--- src/rtl/port_in_buffer_if.sv ---
// rtl/port_in_buffer_if.sv - ingress and head-presentation signal bundle for port_in_buffer
`ifndef PORT_NUB_TOTAL
`define PORT_NUB_TOTAL 4
`endif
`ifndef DATA_WIDTH
`define DATA_WIDTH 8
`endif

interface port_in_buffer_if #(
  parameter int PORT_NUB   = `PORT_NUB_TOTAL,
  parameter int DATA_WIDTH = `DATA_WIDTH
);
  localparam int DEST_W = (PORT_NUB > 1) ? $clog2(PORT_NUB) : 1;

  logic                  in_valid;
  logic                  in_ready;
  logic [DATA_WIDTH-1:0] in_data;
  logic [DEST_W-1:0]     in_dest;
  logic [PORT_NUB-1:0]   full_in;
  logic                  grant_in;
  logic [PORT_NUB-1:0]   vaild_out;
  logic [DATA_WIDTH-1:0] data_out;
  logic [DEST_W-1:0]     dest_out;

  modport master (
    output in_valid, in_data, in_dest, full_in, grant_in,
    input  in_ready, vaild_out, data_out, dest_out
  );

  modport slave (
    input  in_valid, in_data, in_dest, full_in, grant_in,
    output in_ready, vaild_out, data_out, dest_out
  );
endinterface

--- src/rtl/port_in_buffer.sv ---
// rtl/port_in_buffer.sv - per-port ingress FIFO presenting a one-hot destination request for its head word
`ifndef PORT_NUB_TOTAL
`define PORT_NUB_TOTAL 4
`endif
`ifndef DATA_WIDTH
`define DATA_WIDTH 8
`endif

module port_in_buffer #(
  parameter int PORT_NUB   = `PORT_NUB_TOTAL,
  parameter int DATA_WIDTH = `DATA_WIDTH,
  parameter int DEPTH      = 8
) (
  input  logic                    clk,
  input  logic                    rst_n,
  port_in_buffer_if.slave         bus,
  output logic [$clog2(DEPTH):0]  count,
  output logic                    dest_err,
  output logic [15:0]             acc_cnt
);
  localparam int DEST_W = (PORT_NUB > 1) ? $clog2(PORT_NUB) : 1;
  localparam int PTR_W  = $clog2(DEPTH);
  localparam int CNT_W  = PTR_W + 1;
  localparam int DST1_W = DEST_W + 1;
  localparam int WORD_W = DEST_W + DATA_WIDTH;

  logic [WORD_W-1:0] mem [DEPTH];
  logic [PTR_W-1:0]  wr_ptr;
  logic [PTR_W-1:0]  rd_ptr;
  logic [WORD_W-1:0] head;
  logic              take;
  logic              dest_ok;
  logic              push;
  logic              pop;

  // in_ready looks only at the registered count, never at a same-cycle pop
  assign bus.in_ready = (count != CNT_W'(DEPTH));
  assign take         = bus.in_valid && bus.in_ready;
  assign dest_ok      = ({1'b0, bus.in_dest} < DST1_W'(PORT_NUB));
  assign push         = take && dest_ok;
  assign pop          = bus.grant_in && (bus.vaild_out != '0);

  // head is a prefetch register so the outputs reset to zero while memory does not
  assign {bus.dest_out, bus.data_out} = head;

  // one-hot request for the head word, suppressed while its destination is full
  always_comb begin
    bus.vaild_out = '0;
    for (int k = 0; k < PORT_NUB; k++) begin
      if ((count != '0) && (bus.dest_out == DEST_W'(k)) && !bus.full_in[k]) begin
        bus.vaild_out[k] = 1'b1;
      end
    end
  end

  // word storage; contents are intentionally left unreset
  always_ff @(posedge clk) begin
    if (push) begin
      mem[wr_ptr] <= {bus.in_dest, bus.in_data};
    end
  end

  // pointers, occupancy, head prefetch and status counters
  always_ff @(posedge clk or negedge rst_n) begin
    if (!rst_n) begin
      wr_ptr   <= '0;
      rd_ptr   <= '0;
      count    <= '0;
      head     <= '0;
      dest_err <= 1'b0;
      acc_cnt  <= '0;
    end else begin
      if (push) begin
        wr_ptr <= wr_ptr + PTR_W'(1);
      end
      if (pop) begin
        rd_ptr <= rd_ptr + PTR_W'(1);
      end
      if (push && !pop) begin
        count <= count + CNT_W'(1);
      end else if (pop && !push) begin
        count <= count - CNT_W'(1);
      end
      // the incoming word becomes head when nothing else will be left in the queue
      if (push && ((count == '0) || (pop && (count == CNT_W'(1))))) begin
        head <= {bus.in_dest, bus.in_data};
      end else if (pop && (count > CNT_W'(1))) begin
        head <= mem[rd_ptr + PTR_W'(1)];
      end
      if (take && !dest_ok) begin
        dest_err <= 1'b1;
      end
      if (push && (acc_cnt != 16'hFFFF)) begin
        acc_cnt <= acc_cnt + 16'd1;
      end
    end
  end
endmodule

--- src/flat_wrapper.sv ---
// flat-port wrapper written by rule: the top's interface ports become plain ports
module port_in_buffer_flat 
#(
  parameter int PORT_NUB   = `PORT_NUB_TOTAL,
  parameter int DATA_WIDTH = `DATA_WIDTH,
  parameter int DEPTH      = 8
)
  (clk, rst_n, count, dest_err, acc_cnt, bus_in_valid, bus_in_data, bus_in_dest, bus_full_in, bus_grant_in, bus_in_ready, bus_vaild_out, bus_data_out, bus_dest_out);
  port_in_buffer_if #(.PORT_NUB(PORT_NUB), .DATA_WIDTH(DATA_WIDTH)) bus_i ();
  input  logic clk;
  input  logic rst_n;
  output logic [$clog2(DEPTH):0] count;
  output logic dest_err;
  output logic [15:0] acc_cnt;
  input wire logic [$bits(bus_i.in_valid)-1:0] bus_in_valid;
  input wire logic [$bits(bus_i.in_data)-1:0] bus_in_data;
  input wire logic [$bits(bus_i.in_dest)-1:0] bus_in_dest;
  input wire logic [$bits(bus_i.full_in)-1:0] bus_full_in;
  input wire logic [$bits(bus_i.grant_in)-1:0] bus_grant_in;
  output wire logic [$bits(bus_i.in_ready)-1:0] bus_in_ready;
  output wire logic [$bits(bus_i.vaild_out)-1:0] bus_vaild_out;
  output wire logic [$bits(bus_i.data_out)-1:0] bus_data_out;
  output wire logic [$bits(bus_i.dest_out)-1:0] bus_dest_out;
  assign bus_i.in_valid = bus_in_valid;
  assign bus_i.in_data = bus_in_data;
  assign bus_i.in_dest = bus_in_dest;
  assign bus_i.full_in = bus_full_in;
  assign bus_i.grant_in = bus_grant_in;
  assign bus_in_ready = bus_i.in_ready;
  assign bus_vaild_out = bus_i.vaild_out;
  assign bus_data_out = bus_i.data_out;
  assign bus_dest_out = bus_i.dest_out;
  port_in_buffer #(.PORT_NUB(PORT_NUB), .DATA_WIDTH(DATA_WIDTH), .DEPTH(DEPTH)) u_core (.clk(clk), .rst_n(rst_n), .bus(bus_i), .count(count), .dest_err(dest_err), .acc_cnt(acc_cnt));
endmodule
--- config.mk ---
export PLATFORM = sky130hd
export DESIGN_NAME = port_in_buffer_flat
export DESIGN_NICKNAME = d
export VERILOG_FILES = /design/src/rtl/port_in_buffer_if.sv /design/src/rtl/port_in_buffer.sv /design/src/flat_wrapper.sv
export SDC_FILE = /design/constraint.sdc
export NUM_CORES = 1
export LEC_CHECK = 0
export CAP_MARGIN = 20
export CELL_PAD_IN_SITES_DETAIL_PLACEMENT = 1
export CELL_PAD_IN_SITES_GLOBAL_PLACEMENT = 2
export CORE_AREA = 2 2 154 81
export DETAILED_ROUTE_END_ITERATION = 16
export DIE_AREA = 0 0 156 83
export GPL_ROUTABILITY_DRIVEN = 0
export PLACE_DENSITY_LB_ADDON = 0.1
export RECOVER_POWER = 25
export SYNTH_ARGS = -nofsm -noshare
export SYNTH_HDL_FRONTEND = slang
export SYNTH_SLANG_ARGS = --single-unit
--- constraint.sdc ---
create_clock -name clk -period 8.4 [get_ports clk]
set_clock_uncertainty 0.05 [all_clocks]
set_input_delay 1.68 -clock clk [delete_from_list [all_inputs] [get_ports clk]]
set_output_delay 1.68 -clock clk [all_outputs]
set_load 0.01 [all_outputs]
==> results.cfg, run 1 <==
[critical_path]
crit_chain = clkdlybuf4s50_1, nor4b_1, clkdlybuf4s50_1
crit_family = buffers and inverters
slowest_delay_ns = 0.61
cp_common_cell = clkdlybuf4s50_1
ff2ff_setup_slack_ns = 4.57
cp_slowest_cell = clkdlybuf4s50_1
criticalPathCategory = in -> out
crit_path_start_kind = input port
required_ns = 6.67
cp.buffers_inverters = 2
critPathMaxFanout = 2
cp.arrival_ns = 3.04
cp-end-kind = primary output

[placement]
postPlaceCellArea_sq_mm = 0.00565
hpwlAfterDp_mm = 7.45
portBuffers = 52

[detailed_routing]
drtIter0Drc = 213
vias_per_cell = 5.55
drc = 0
wire_per_inst_microns = 21.6
postRouteAntennaNets = 0
dr.pass1.iters = 4
wirelength_mm = 11.6
vias = 2980

[clock_network]
cts_setup_buffers = 0
numCtsBuffers = 17
cts_resized = 0
path_clk_slew_ns = 0.05
cts_hold_buffers = 0
cts.sinks = 116
clockBufferDepth = 2
cts_tree = done
htree_levels = 4
clockRootBuffer = clkbuf_16
clock_latency_ns = 0.41

[power]
leakagePower_nw = 2.22
peakVddDrop_mv = 0.171
power_density_mw_per_mm2 = 379

[floorplan]
die_area_sq_mm = 0.0129
pin_count = 54
start_util = 0.430
die_y_microns = 83
fp.dieW_microns = 156
rows = 28
coreArea_sq_mm = 0.0115

[logic_synthesis]
synth_cell_types = 43
synth_area_leaders = edfxtp_1 48%, dfrtp_1 18%, mux4_2 9.1%, xnor2_1 2.8%, ha_1 1.8%
yosysSeqAreaShare = 0.666
syn_area_per_cell_sq_um = 16.2
synth_fp_nets = 332
yosysMostFrequentCell = edfxtp_1
synthTopCellsByCount = 80 x edfxtp_1, 36 x dfrtp_1, 20 x mux4_2
async_flop_share = 0.310
yosysTopAreaCellShare = 0.484
ys_ff_latch = 116
yosysWarnings = 0
dominantRegCellSynth = edfxtp_1
netlist_area_sq_mm = 0.00496
synthCells = 307
synth_edf_count = 80
yosysTopAreaCell = edfxtp_1

[sta]
period_share = 0.568
fmax_mhz = 210
slew_violations = 37
setup_violations = 0
slew_headroom = -0.352
fin_crit_ns = 4.77
rsz0062_at_grt = false
worstMarginPinSlew_ns = 2.03
setup_tns_ns = 0
hold_violations = 0

[final_layout]
drive_gt1_frac = 0.173
regArea_sq_mm = 0.00330
area_delta_synth_final_pct = 25.4
antennaDiodeCount = 0
multi_input_area_sq_mm = 0.00156
final_cell_area_sq_mm = 0.00622
n_fill_cell = 1082
final_util = 0.540
nets = 401

[grt]
first_global_vias = 3162
grt_use_total = 0.194
grt_start_max_net_pins = 37
grt_pass1_wl_mm = 18.3
grt_antenna_before_repair = 0
overflow = 0

[flow_run]
cap_violations = 1

[outcome]
outcome = complete, but fails checks
violations = capacitance limit, slew limit

[min_path]
hold_path.class = reg -> reg
kinds of logic (layout without fill, tap and decap cells):
kind of cell / count (synthesis) / after routing / synth area share
flip-flops: 116 / 116 / 0.666
XOR/XNOR: 23 / 23 / 0.0406
AND/OR/NAND/NOR: 76 / 76 / 0.0820
other: 1 / 1 / 0.000756
buffers and inverters: 16 / 96 / 0.0232
AO/OA/AOI/OAI: 36 / 36 / 0.0527
multiplexers: 32 / 32 / 0.117
adder cells (fa/ha/maj): 7 / 7 / 0.0177
layout by cell type, fill, tap and decap left out, drive strengths merged, types with 3 or more instances in the layout:
master,instances
nand4,5
nor2,7
mux2i,5
clkdlybuf4s50,46
nand3,12
mux4,20
edfxtp,80
dfrtp,36
a21oi,12
and3,7
buf,9
o211ai,6
dlygate4sd3,5
o31ai,6
ha,7
xnor2,16
nor3,16
mux2,7
nand2,19
clkinv,5
inv,4
a311o,4
clkbuf,24
o21ai,3
bufinv,3
xor2,7
layer usage:
metal  part of all wire  track usage
met4              0.012       0.0651
met5                  0            0
met2               0.43        0.268
met1               0.51        0.295
met3              0.047       0.0527
state kept, by name, indices dropped and copies added, names as in the netlist:
signal / flops
u_core.acc_cnt: 16
u_core.head: 10
u_core.count: 4
u_core.rd_ptr: 3
u_core.wr_ptr: 3
u_core.mem: 80
final cells by class:
cell class,instances,share of cell area
clock inverter,7,0.0173
sequential,116,0.531
inverter,5,0.00503
timing repair buffer,61,0.0942
tap,150,0.0302
clock buffer,23,0.0720
multi-input combinational,175,0.250
path summary, 6_finish.rpt:
kind,from,endpoint,cells after the start
max in group asynchronous,rst_n,u_core.acc_cnt[3],1
max reg2reg,u_core.count[0],u_core.count[3],10
min reg2reg,u_core.acc_cnt[8],u_core.acc_cnt[8],1
max,bus_full_in[2],bus_vaild_out[2],3
min in group asynchronous,rst_n,u_core.count[2],1
min,u_core.acc_cnt[8],u_core.acc_cnt[8],1
power by group:
part | switching, mW | internal [mW] | total [mW] | leakage (nW)
clock | 0.237 | 0.459 | 0.696 | 0.270
combinational | 0.419 | 0.405 | 0.824 | 0.772
sequential | 0.0967 | 0.740 | 0.837 | 1.17
total | 0.753 | 1.60 | 2.36 | 2.22
per-stage QoR:
step | hold slack, ns | power (mW) | cells | setup WS (ns)
after floorplan | 0.398 | 1.37 | 307 | 4.42
final | 0.452 | 2.36 | 537 | 3.63
after global placement | 0.427 | 1.65 | 506 | 3.65
after detailed placement | 0.433 | 1.67 | 506 | 3.60
after CTS | 0.457 | 2.38 | 536 | 3.62
after global routing | 0.490 | 2.49 | 537 | 3.47
Note: power is estimated with default switching activity, not from simulation.
==> run 2: changes to the inputs <==
Settings changed: CORE_AREA 2 2 154 81 to 2 2 159 83, DIE_AREA 0 0 156 83 to 0 0 161 85.
Clock period 8.4 ns to 4.4 ns, I/O delays scaled along.
==> results.cfg, run 2 (same netlist as run 1, synthesis figures left out) <==
[critical_path]
r2r_end = u_core.count[3]
cp_slowest_cell = clkdlybuf4s50_1
ff2ff_setup_slack_ns = 1.01
cp-end-kind = primary output
critPathMaxFanout = 11
crit_chain = inv_1, ha_1, nor3b_2, buf_4, nor4b_1, clkdlybuf4s50_1
timing.rr.start = u_core.count[0]
reg2reg_depth = 11
criticalPathCategory = reg -> out
crit_path_start_kind = flop
slowest_delay_ns = 0.63
cp.arrival_ns = 2.65
required_ns = 3.47

[placement]
dp_cells = 531
place_ws_ns = 0.902
hpwlAfterDp_mm = 7.61
portBuffers = 52
postPlaceCellArea_sq_mm = 0.00572

[final_layout]
final_cell_area_sq_mm = 0.00630
regArea_sq_mm = 0.00330
final_common_cell = edfxtp_1
nets = 405
fin_cells = 563
layout_common_cells = 80 x edfxtp_1, 47 x clkdlybuf4s50_1, 36 x dfrtp_1
largest_reg_flops = 80
multi_input_area_sq_mm = 0.00156
reg_top3 = u_core.mem (80), u_core.acc_cnt (16), u_core.head (10)
antennaDiodeCount = 0
regMostFlops = u_core.mem
area_delta_synth_final_pct = 27.0
drive_gt1_frac = 0.204
n_fill_cell = 1187

[grt]
grt_pass1_wl_mm = 18.5
grt_start_max_net_pins = 37
first_global_vias = 3073
grt_use_total = 0.186
grt_antenna_before_repair = 0
overflow = 0

[clock_network]
clockRootBuffer = clkbuf_16
clockBufferDepth = 2
numCtsBuffers = 17
cts_tree = done
cts_hold_buffers = 0
cts_setup_buffers = 0
htree_levels = 4
cts_resized = 0
path_clk_slew_ns = 0.06
cts.sinks = 116
clock_latency_ns = 0.41

[detailed_routing]
dr.pass1.iters = 4
wire_per_inst_microns = 20.2
vias = 2970
dr_wl_met3_microns = 716
drc = 0
postRouteAntennaNets = 0
vias_per_cell = 5.28
top_layer_used = met4
drtIter0Drc = 190
wirelength_mm = 11.4
wl_met2_mm = 4.81
drt-met1-wl_mm = 5.79

[floorplan]
rows = 29
die_area_sq_mm = 0.0137
die_y_microns = 85
coreArea_sq_mm = 0.0123
start_util = 0.402
fp.dieW_microns = 161
pin_count = 54

[min_path]
hp-start = u_core.rd_ptr[1]
holdPathEnd = u_core.rd_ptr[1]
min_delay_path_depth = 2
hold_path.class = reg -> reg

[sta]
setup_violations = 0
fin_ws_ns = 0.823
setup_tns_ns = 0
fin_crit_ns = 3.58
rsz0062_at_grt = false
period_share = 0.813
hold_violations = 0
fmax_mhz = 280
slew_headroom = -0.339
slew_violations = 37
worstMarginPinSlew_ns = 2.01

[power]
power_density_mw_per_mm2 = 719
peakVddDrop_mv = 0.434
leakagePower_nw = 2.24

[outcome]
violations = capacitance limit, slew limit
outcome = complete, but fails checks

[flow_run]
cap_violations = 1
[run 2: cell count changes in the layout (fill, tap and decap cells not counted), sizes merged]
cell / before / now
clkinv: 5 / 9
bufinv: 3 / 2
clkinvlp: 0 / 3
buf: 9 / 13
dlygate4sd3: 5 / 4
clkdlybuf4s50: 46 / 47
clkbuf: 24 / 18
inv: 4 / 6
[run 2: stage by stage]
stage                     hold WS [ns]  total power [mW]   util
after floorplan                  0.398              2.61      -
after global placement           0.417              3.19  0.463
after detailed placement         0.423              3.22  0.463
after CTS                        0.440              4.60  0.511
after global routing             0.476              4.80  0.510
final                            0.440              4.53  0.510
[run 2: how the worst max path moves through the flow]
stage,startpoint,endpoint,slack (ns),depth (start not counted)
3_5_place_dp,bus_full_in[2],u_core.count[3],0.90,8
3_3_place_gp,bus_full_in[2],u_core.count[3],0.98,8
6_report,u_core.count[0],bus_vaild_out[2],0.82,6
4_1_cts,u_core.count[0],bus_vaild_out[2],0.78,6
5_1_grt,u_core.count[0],bus_vaild_out[2],0.65,6
2_1_floorplan,u_core.count[0],u_core.count[3],1.17,13
[run 2: per-layer routing]
metal | global-route usage | up-vias
met5 | 0 | -
met2 | 0.238 | 84
met3 | 0.0518 | 7
met4 | 0.0609 | 0
li1 | - | 1357
met1 | 0.300 | 1522
[run 2: critical path: cells and delay by family (launching register included)]
family	cells	cell delay (ns)
buffers and inverters	3	0.89
AND/OR/NAND/NOR	2	0.59
flip-flops	1	0.48
adder cells (fa/ha/maj)	1	0.27
[run 2: power breakdown]
part / total (mW) / switching (mW) / internal (mW)
combinational: 1.59 / 0.799 / 0.788
sequential: 1.60 / 0.185 / 1.41
clock: 1.34 / 0.510 / 0.835
[run 2: cell type report]
type | count | area share
repair buffers | 65 | 0.0972
clock inverters | 15 | 0.0250
multi-input cells | 175 | 0.247
well taps | 170 | 0.0338
clock buffers | 17 | 0.0676
flip-flops and latches | 116 | 0.525
inverters | 5 | 0.00497
==> run 3: changes to the inputs <==
Settings changed: CORE_AREA 2 2 159 83 to 2 2 167 87, DIE_AREA 0 0 161 85 to 0 0 169 89.
Clock period 4.4 ns to 3.2 ns, I/O delays scaled along.
==> results.cfg, run 3 (same netlist as run 1, synthesis figures left out) <==
[final_layout]
largest_reg_flops = 80
area_delta_synth_final_pct = 27.6
reg_top3 = u_core.mem (80), u_core.acc_cnt (16), u_core.head (10)
drive_gt1_frac = 0.223
nets = 412
final_common_cell = edfxtp_1
antennaDiodeCount = 0
regMostFlops = u_core.mem
layout_common_cells = 80 x edfxtp_1, 46 x clkdlybuf4s50_1, 34 x dfrtp_1

[power]
power_mw = 6.14
p_int_mw = 4.13
peakVddDrop_mv = 0.467
power.share.combinational = 0.362
power_frac_clock = 0.283
leakagePower_nw = 2.26
p_switching_mw = 2.02
power_density_mw_per_mm2 = 971
power_frac_seq = 0.355
p_sw_frac = 0.328

[clock_network]
htree_levels = 4
clockBufferDepth = 2
cts_tree = done
numCtsBuffers = 17
path_clk_slew_ns = 0.05
cts.sinks = 116
clock_latency_ns = 0.41
clockRootBuffer = clkbuf_16

[critical_path]
reg2reg_depth = 10
criticalPathCategory = reg -> out
crit_cells = 5
critPathMaxFanout = 6
required_ns = 2.51
crit_chain = inv_1, ha_1, nor3b_2, nor4b_2, clkdlybuf4s50_1
cp.arrival_ns = 2.35
cp_slowest_cell = clkdlybuf4s50_1
cp-end-kind = primary output
crit_path_start_kind = flop
slowest_delay_ns = 0.62
crit_family = buffers and inverters
cp.buffers_inverters = 2

[grt]
first_global_vias = 3258
overflow = 0
grt_pass1_wl_mm = 18.3
grt_start_max_net_pins = 37
grt_antenna_before_repair = 0
grt_use_total = 0.169

[sta]
fin_crit_ns = 3.04
period_share = 0.950
fmax_mhz = 329
hold_violations = 0
holdWs_ns = 0.445
slew_violations = 37
setup_violations = 0
setup_tns_ns = 0
worstMarginPinSlew_ns = 2.14
slew_headroom = -0.424
rsz0062_at_grt = false

[detailed_routing]
vias_per_cell = 5.13
wirelength_mm = 11.6
drc = 0
drtIter0Drc = 117
postRouteAntennaNets = 0
wire_per_inst_microns = 20.2
vias = 2954
dr.pass1.iters = 4

[outcome]
outcome = complete, but fails checks
violations = capacitance limit, slew limit

[flow_run]
cap_violations = 1

[floorplan]
die_area_sq_mm = 0.0150
coreArea_sq_mm = 0.0134
fp.dieW_microns = 169
die_y_microns = 89
pin_count = 54
start_util = 0.369
rows = 30

[placement]
hpwlAfterDp_mm = 7.61
portBuffers = 52

[min_path]
min_delay_path_depth = 1
hold_path.class = reg -> reg
-- run 3: cell count changes in the layout (fill, tap and decap cells not counted), moves of 2 or more --
cell        previous run  this run
dfrtp_2                0         2
dfrtp_1               36        34
clkinvlp_4             3         1
nor4_2                 0         2
clkinv_2               2         4
clkbuf_1               1         4
inv_6                  2         0
buf_4                 13        20
-- run 3: final cells by class --
type                       instances  area, sq um
clock buffer                      20          437
clock inverter                    12          110
fill                            1322         7110
inverter                           5         31.3
multi-input combinational        175         1560
sequential                       116         3310
tap                              176          220
timing repair buffer              72          664
-- run 3: through the flow --
stage                      util  setup WS, ns  instances  instance area, sq um
after global routing      0.471       0.00325        576                  6330
final                     0.471         0.159        576                  6330
after CTS                 0.469        0.0838        573                  6300
after detailed placement  0.428        0.0980        541                  5760
after global placement    0.428         0.257        541                  5760
after floorplan               -        0.0804        307                  4970
-- run 3: path summary, 6_finish.rpt --
check	endpoint	slack (ns)	startpoint
setup / recovery	bus_vaild_out[1]	0.16	u_core.count[1]
hold / removal	u_core.rd_ptr[2]	0.44	u_core.rd_ptr[2]
setup reg to reg	u_core.count[3]	0.18	u_core.count[1]
hold reg to reg	u_core.rd_ptr[2]	0.44	u_core.rd_ptr[2]
max in group asynchronous	u_core.count[1]	0.92	rst_n
min in group asynchronous	u_core.acc_cnt[9]	0.79	rst_n
-- run 3: timing repair --
action                                  4_1_cts  5_1_grt
setup buffers                                 0        3
hold buffers                                  0        0
gates resized for setup                       0        2
endpoints found under the hold margin         0        0
endpoints found under the setup margin        0        2
-- run 3: per-layer routing --
metal	wire length (microns)	track usage	vias up
met2	5720	0.288	51
li1	-	-	1361
met3	404	0.0469	12
met1	5380	0.210	1530
met5	0	0	-
met4	143	0.0629	0
-- run 3: power groups by stage --
| stage | clock (mW) | sequential (mW) | combinational, mW |
|---|---|---|---|
| floorplan | 0 | 2.21 | 1.38 |
| global placement | 0 | 2.19 | 2.18 |
| detailed placement | 0 | 2.21 | 2.23 |
| CTS | 1.79 | 2.19 | 2.25 |
| global route | 1.84 | 2.22 | 2.45 |
| finish | 1.74 | 2.18 | 2.23 |
-- run 3: worst register-to-register path, stage by stage, from the launching register on --
cell      delay (ns)
dfrtp_2         0.40
inv_1           0.08
ha_1            0.26
nor3b_2         0.23
nor4b_2         0.36
o41a_1          0.36
clkinv_8        0.06
ha_1            0.26
or4_1           0.50
a21oi_1         0.19
xor2_1          0.19
==> edit 1 (config.mk and constraints of run 2) <==
`DEPTH` is set to 8 in 2 places; all go to 16.
--- a/src/rtl/port_in_buffer.sv
+++ b/src/rtl/port_in_buffer.sv
@@ -11,3 +11,3 @@
   parameter int DATA_WIDTH = `DATA_WIDTH,
-  parameter int DEPTH      = 8
+  parameter int DEPTH      = 16
 ) (
--- a/src/flat_wrapper.sv
+++ b/src/flat_wrapper.sv
@@ -5,3 +5,3 @@
   parameter int DATA_WIDTH = `DATA_WIDTH,
-  parameter int DEPTH      = 8
+  parameter int DEPTH      = 16
 )
Interface: changed (resized count); port bits go from 54 to 55. No check against the original RTL was run, so the function may have changed too.
==> edit 1 against run 2 <==
  * The run now fails in global placement
  * Area after synthesis up 68%
  * Synthesized cell count grew 66%
==> edit 1: results (changes against run 2) <==
* Outcome: aborted with a tool error
* DIE WIDTH at 161 um (unchanged)
* Ranking of synthesized cells by area: edfxtp_1 (58%), dfrtp_1 (12%), mux4_2 (11%)
* EDFF count, synth at 160 (+100%)
* Register area share after synthesis at 69.31% (+2.7 points)
* First Err: [ERROR FLW-0024] Place density exceeds 1.0 (current PLACE_DENSITY_LB_ADDON =  0.1). Please check if the value of  PLACE_DENSITY_LB_ADDON is between 0 and 0.99.
* Syn Nets at 539 (+62%)
* Halt Stage: global placement
* Synth top cells by count: edfxtp_1 (160), inv_1 (48), mux4_2 (41)
* Synth warnings at 0 (unchanged)
* Post-synthesis cell count at 510 (+66%)
* Port Buffers at 53 (+1.9%)
* Synth cell types at 51 (+19%)
* Synth async-reset ratio at 19.60% (-11 points)
* Count leader, synth: edfxtp_1
* Yosys reg bits at 199 (+72%)
[edit 1: cells by family after synthesis]
kind of cell	after synthesis	share of synthesized area (%)
xor+xnor	23	2.415
mux	44	11.46
buf+inv	69	3.705
fa+ha+maj	11	1.650
flops	199	69.31
compound gates	52	4.530
simple gates	111	6.886
other cells	1	0.04496
==> edit 2 (flow settings as in run 2) <==
Made on the original files. Register the output `acc_cnt` once more, cleared by the reset; this adds one clock of latency there. The other outputs are not delayed to match.
--- a/src/rtl/port_in_buffer.sv
+++ b/src/rtl/port_in_buffer.sv
@@ -25,2 +25,4 @@
   localparam int WORD_W = DEST_W + DATA_WIDTH;
+
+  logic [15:0] acc_cnt_s0;
 
@@ -70,3 +72,3 @@
       dest_err <= 1'b0;
-      acc_cnt  <= '0;
+      acc_cnt_s0 <= '0;
     end else begin
@@ -92,4 +94,4 @@
       end
-      if (push && (acc_cnt != 16'hFFFF)) begin
-        acc_cnt <= acc_cnt + 16'd1;
+      if (push && (acc_cnt_s0 != 16'hFFFF)) begin
+        acc_cnt_s0 <= acc_cnt_s0 + 16'd1;
       end
@@ -97,2 +99,10 @@
   end
+  always_ff @(posedge clk or negedge rst_n) begin
+    if (!rst_n) begin
+      acc_cnt <= '0;
+    end else begin
+      acc_cnt <= acc_cnt_s0;
+    end
+  end
+
 endmodule
Behaviour: not the same (a bounded check fails within 4 cycles, from zero or initial values and one cycle with rst_n low).
==> edit 2 against run 2 <==
  * Fmax hardly changed
  * Cell count is 2.3% higher
  * Total power rose by 1.5%
  * Sequential share of layout area rose by 3.6 points
  * First-iteration DRC count increased by 2.1%
  * Area after synthesis grew 6.7%
  * Final area increased by 4.9%
  * Wire length up 4.9%
  * Sequential cell count is 16 higher
  * Core utilization increased by 2.5 points
  * The flow still finishes with violations (max-capacitance violations, max-slew violations)
  * Worst setup slack lost 1.5 ps
  * Highest routed layer unchanged
  * Critical endpoint is now bus_vaild_out[1]
==> edit 2: results (changes against run 2) <==
* Complex-gate fraction of the synthesized area at 5.039% (-0.23 points)
* DP Area at 6086 um^2 (+6.5%)
* Grt met1 use at 29.86% (-0.17 points)
* R2R Setup Slk at 860 ps (-150 ps)
* GR Util met2 at 25.83% (+2.1 points)
* Synth warnings at 0 (unchanged)
* Storage element area at 3704 um^2 (+12%)
* Vias in the first global route at 3204 (+4.3%)
* Total track usage at 19.15% (+0.50 points)
* Share of layout cells above drive strength 1 at 18.97% (-1.4 points)
* Worst-path fanout max at 15 (+4)
* Clk_lat worst skew at 410 ps (about the same)
* Fin. max-slew vios at 33 (-11%)
* Synth async-reset ratio at 39.39% (+8.4 points)
* Port Buffers at 52 (unchanged)
* Final hold slack at 365.9 ps (-73.60 ps)
* Postcts setup bufs at 0 (unchanged)
* Register area share after synthesis at 70.03% (+3.4 points)
* WL final at 11940 um (+4.9%)
* Met3 usage at 4.936% (-0.24 points)
* Worst min path class: reg -> reg
* Vias at 3026 (+1.9%)
* Metal3 WL at 433 um (-40%)
* Cell count after placement at 544 (+2.4%)
* Final net count at 418 (+3.2%)
* P_int at 3.122 mW (+2.9%)
* Ranking of synthesized cells by area: edfxtp_1 (45%), dfrtp_1 (25%), mux4_2 (8.5%)
* Outcome: finished, violations left
* Failing checks: max-capacitance violations, max-slew violations
* Maxcap violations at 1 (unchanged)
* Syn Nets at 345 (+3.9%)
* Synth Area per Inst at 16.53 um^2 (+2.3%)
* Synth cell types at 36 (-16%)
* Met2 wire len at 4998 um (+3.9%)
* Initial antenna violation count at 0 (unchanged)
* Clock root cell: clkbuf_16
* Synth top cells by count: edfxtp_1 (80), dfrtp_1 (52), mux4_2 (20)
* Mux contribution to synthesized area at 11.05% (-0.64 points)
* VDD IR max at 377.8 uV (-13%)
* Leakage at 2.418 nW (+7.9%)
* Ys flop type: edfxtp_1
* Fin crit share at 81.33% (about the same)
* Post-synthesis adder-cell area fraction at 1.656% (-0.11 points)
* Routed met1 length at 6297 um (+8.8%)
* Routed vias/inst at 5.253 (-0.41%)
* Combinational power at 1.57 mW
* Sequential power at 1.78 mW (+11%)
* Largest net degree at the start of global routing at 33 (-11%)
* Sequential power share at 38.7% (+3.5 points)
* EDFF count, synth at 80 (unchanged)
* Worst-Margin Slew at 1677 ps (-331.4 ps)
* # diodes at 0 (unchanged)
* First-pass GRT wire length at 19020 um (+2.6%)
* Final HPWL DP at 8400 um (+10%)
* Placement Setup Slack at 612.0 ps (-290.2 ps)
* Filler instances at 1181 (-0.51%)
* DRT iter0 DRCs at 194 (+2.1%)
* XOR/XNOR share of the synthesized area at 3.974% (-0.088 points)
* Largest regs: u_core.mem x80, u_core.acc_cnt x16, u_core.acc_cnt_s0 x16
## edit 2: final timing paths
path | startpoint | end | cells after the start
setup reg to reg | u_core.count[0] | u_core.count[3] | 11
min in group asynchronous | rst_n | u_core.acc_cnt_s0[0] | 1
setup / recovery | u_core.count[0] | bus_vaild_out[1] | 5
hold reg to reg | u_core.acc_cnt_s0[15] | u_core.acc_cnt[15] | 0
hold / removal | u_core.acc_cnt_s0[15] | u_core.acc_cnt[15] | 0
max in group asynchronous | rst_n | u_core.head[9] | 2
## edit 2: worst max-delay path, stage by stage (launching register included)
cell and delay (ps):
dfrtp_1 480, inv_1 80, ha_1 260, nor3b_4 240, nor4b_1 520, clkdlybuf4s50_1 650
## edit 2: area by class of cell
class | count | area share [%]
Clock inverter | 10 | 0.9087
Sequential cell | 132 | 56.04
Inverter | 4 | 0.2272
Multi-Input combinational cell | 171 | 23.10
Tap cell | 170 | 3.218
Clock buffer | 22 | 7.024
Timing Repair Buffer | 67 | 9.485
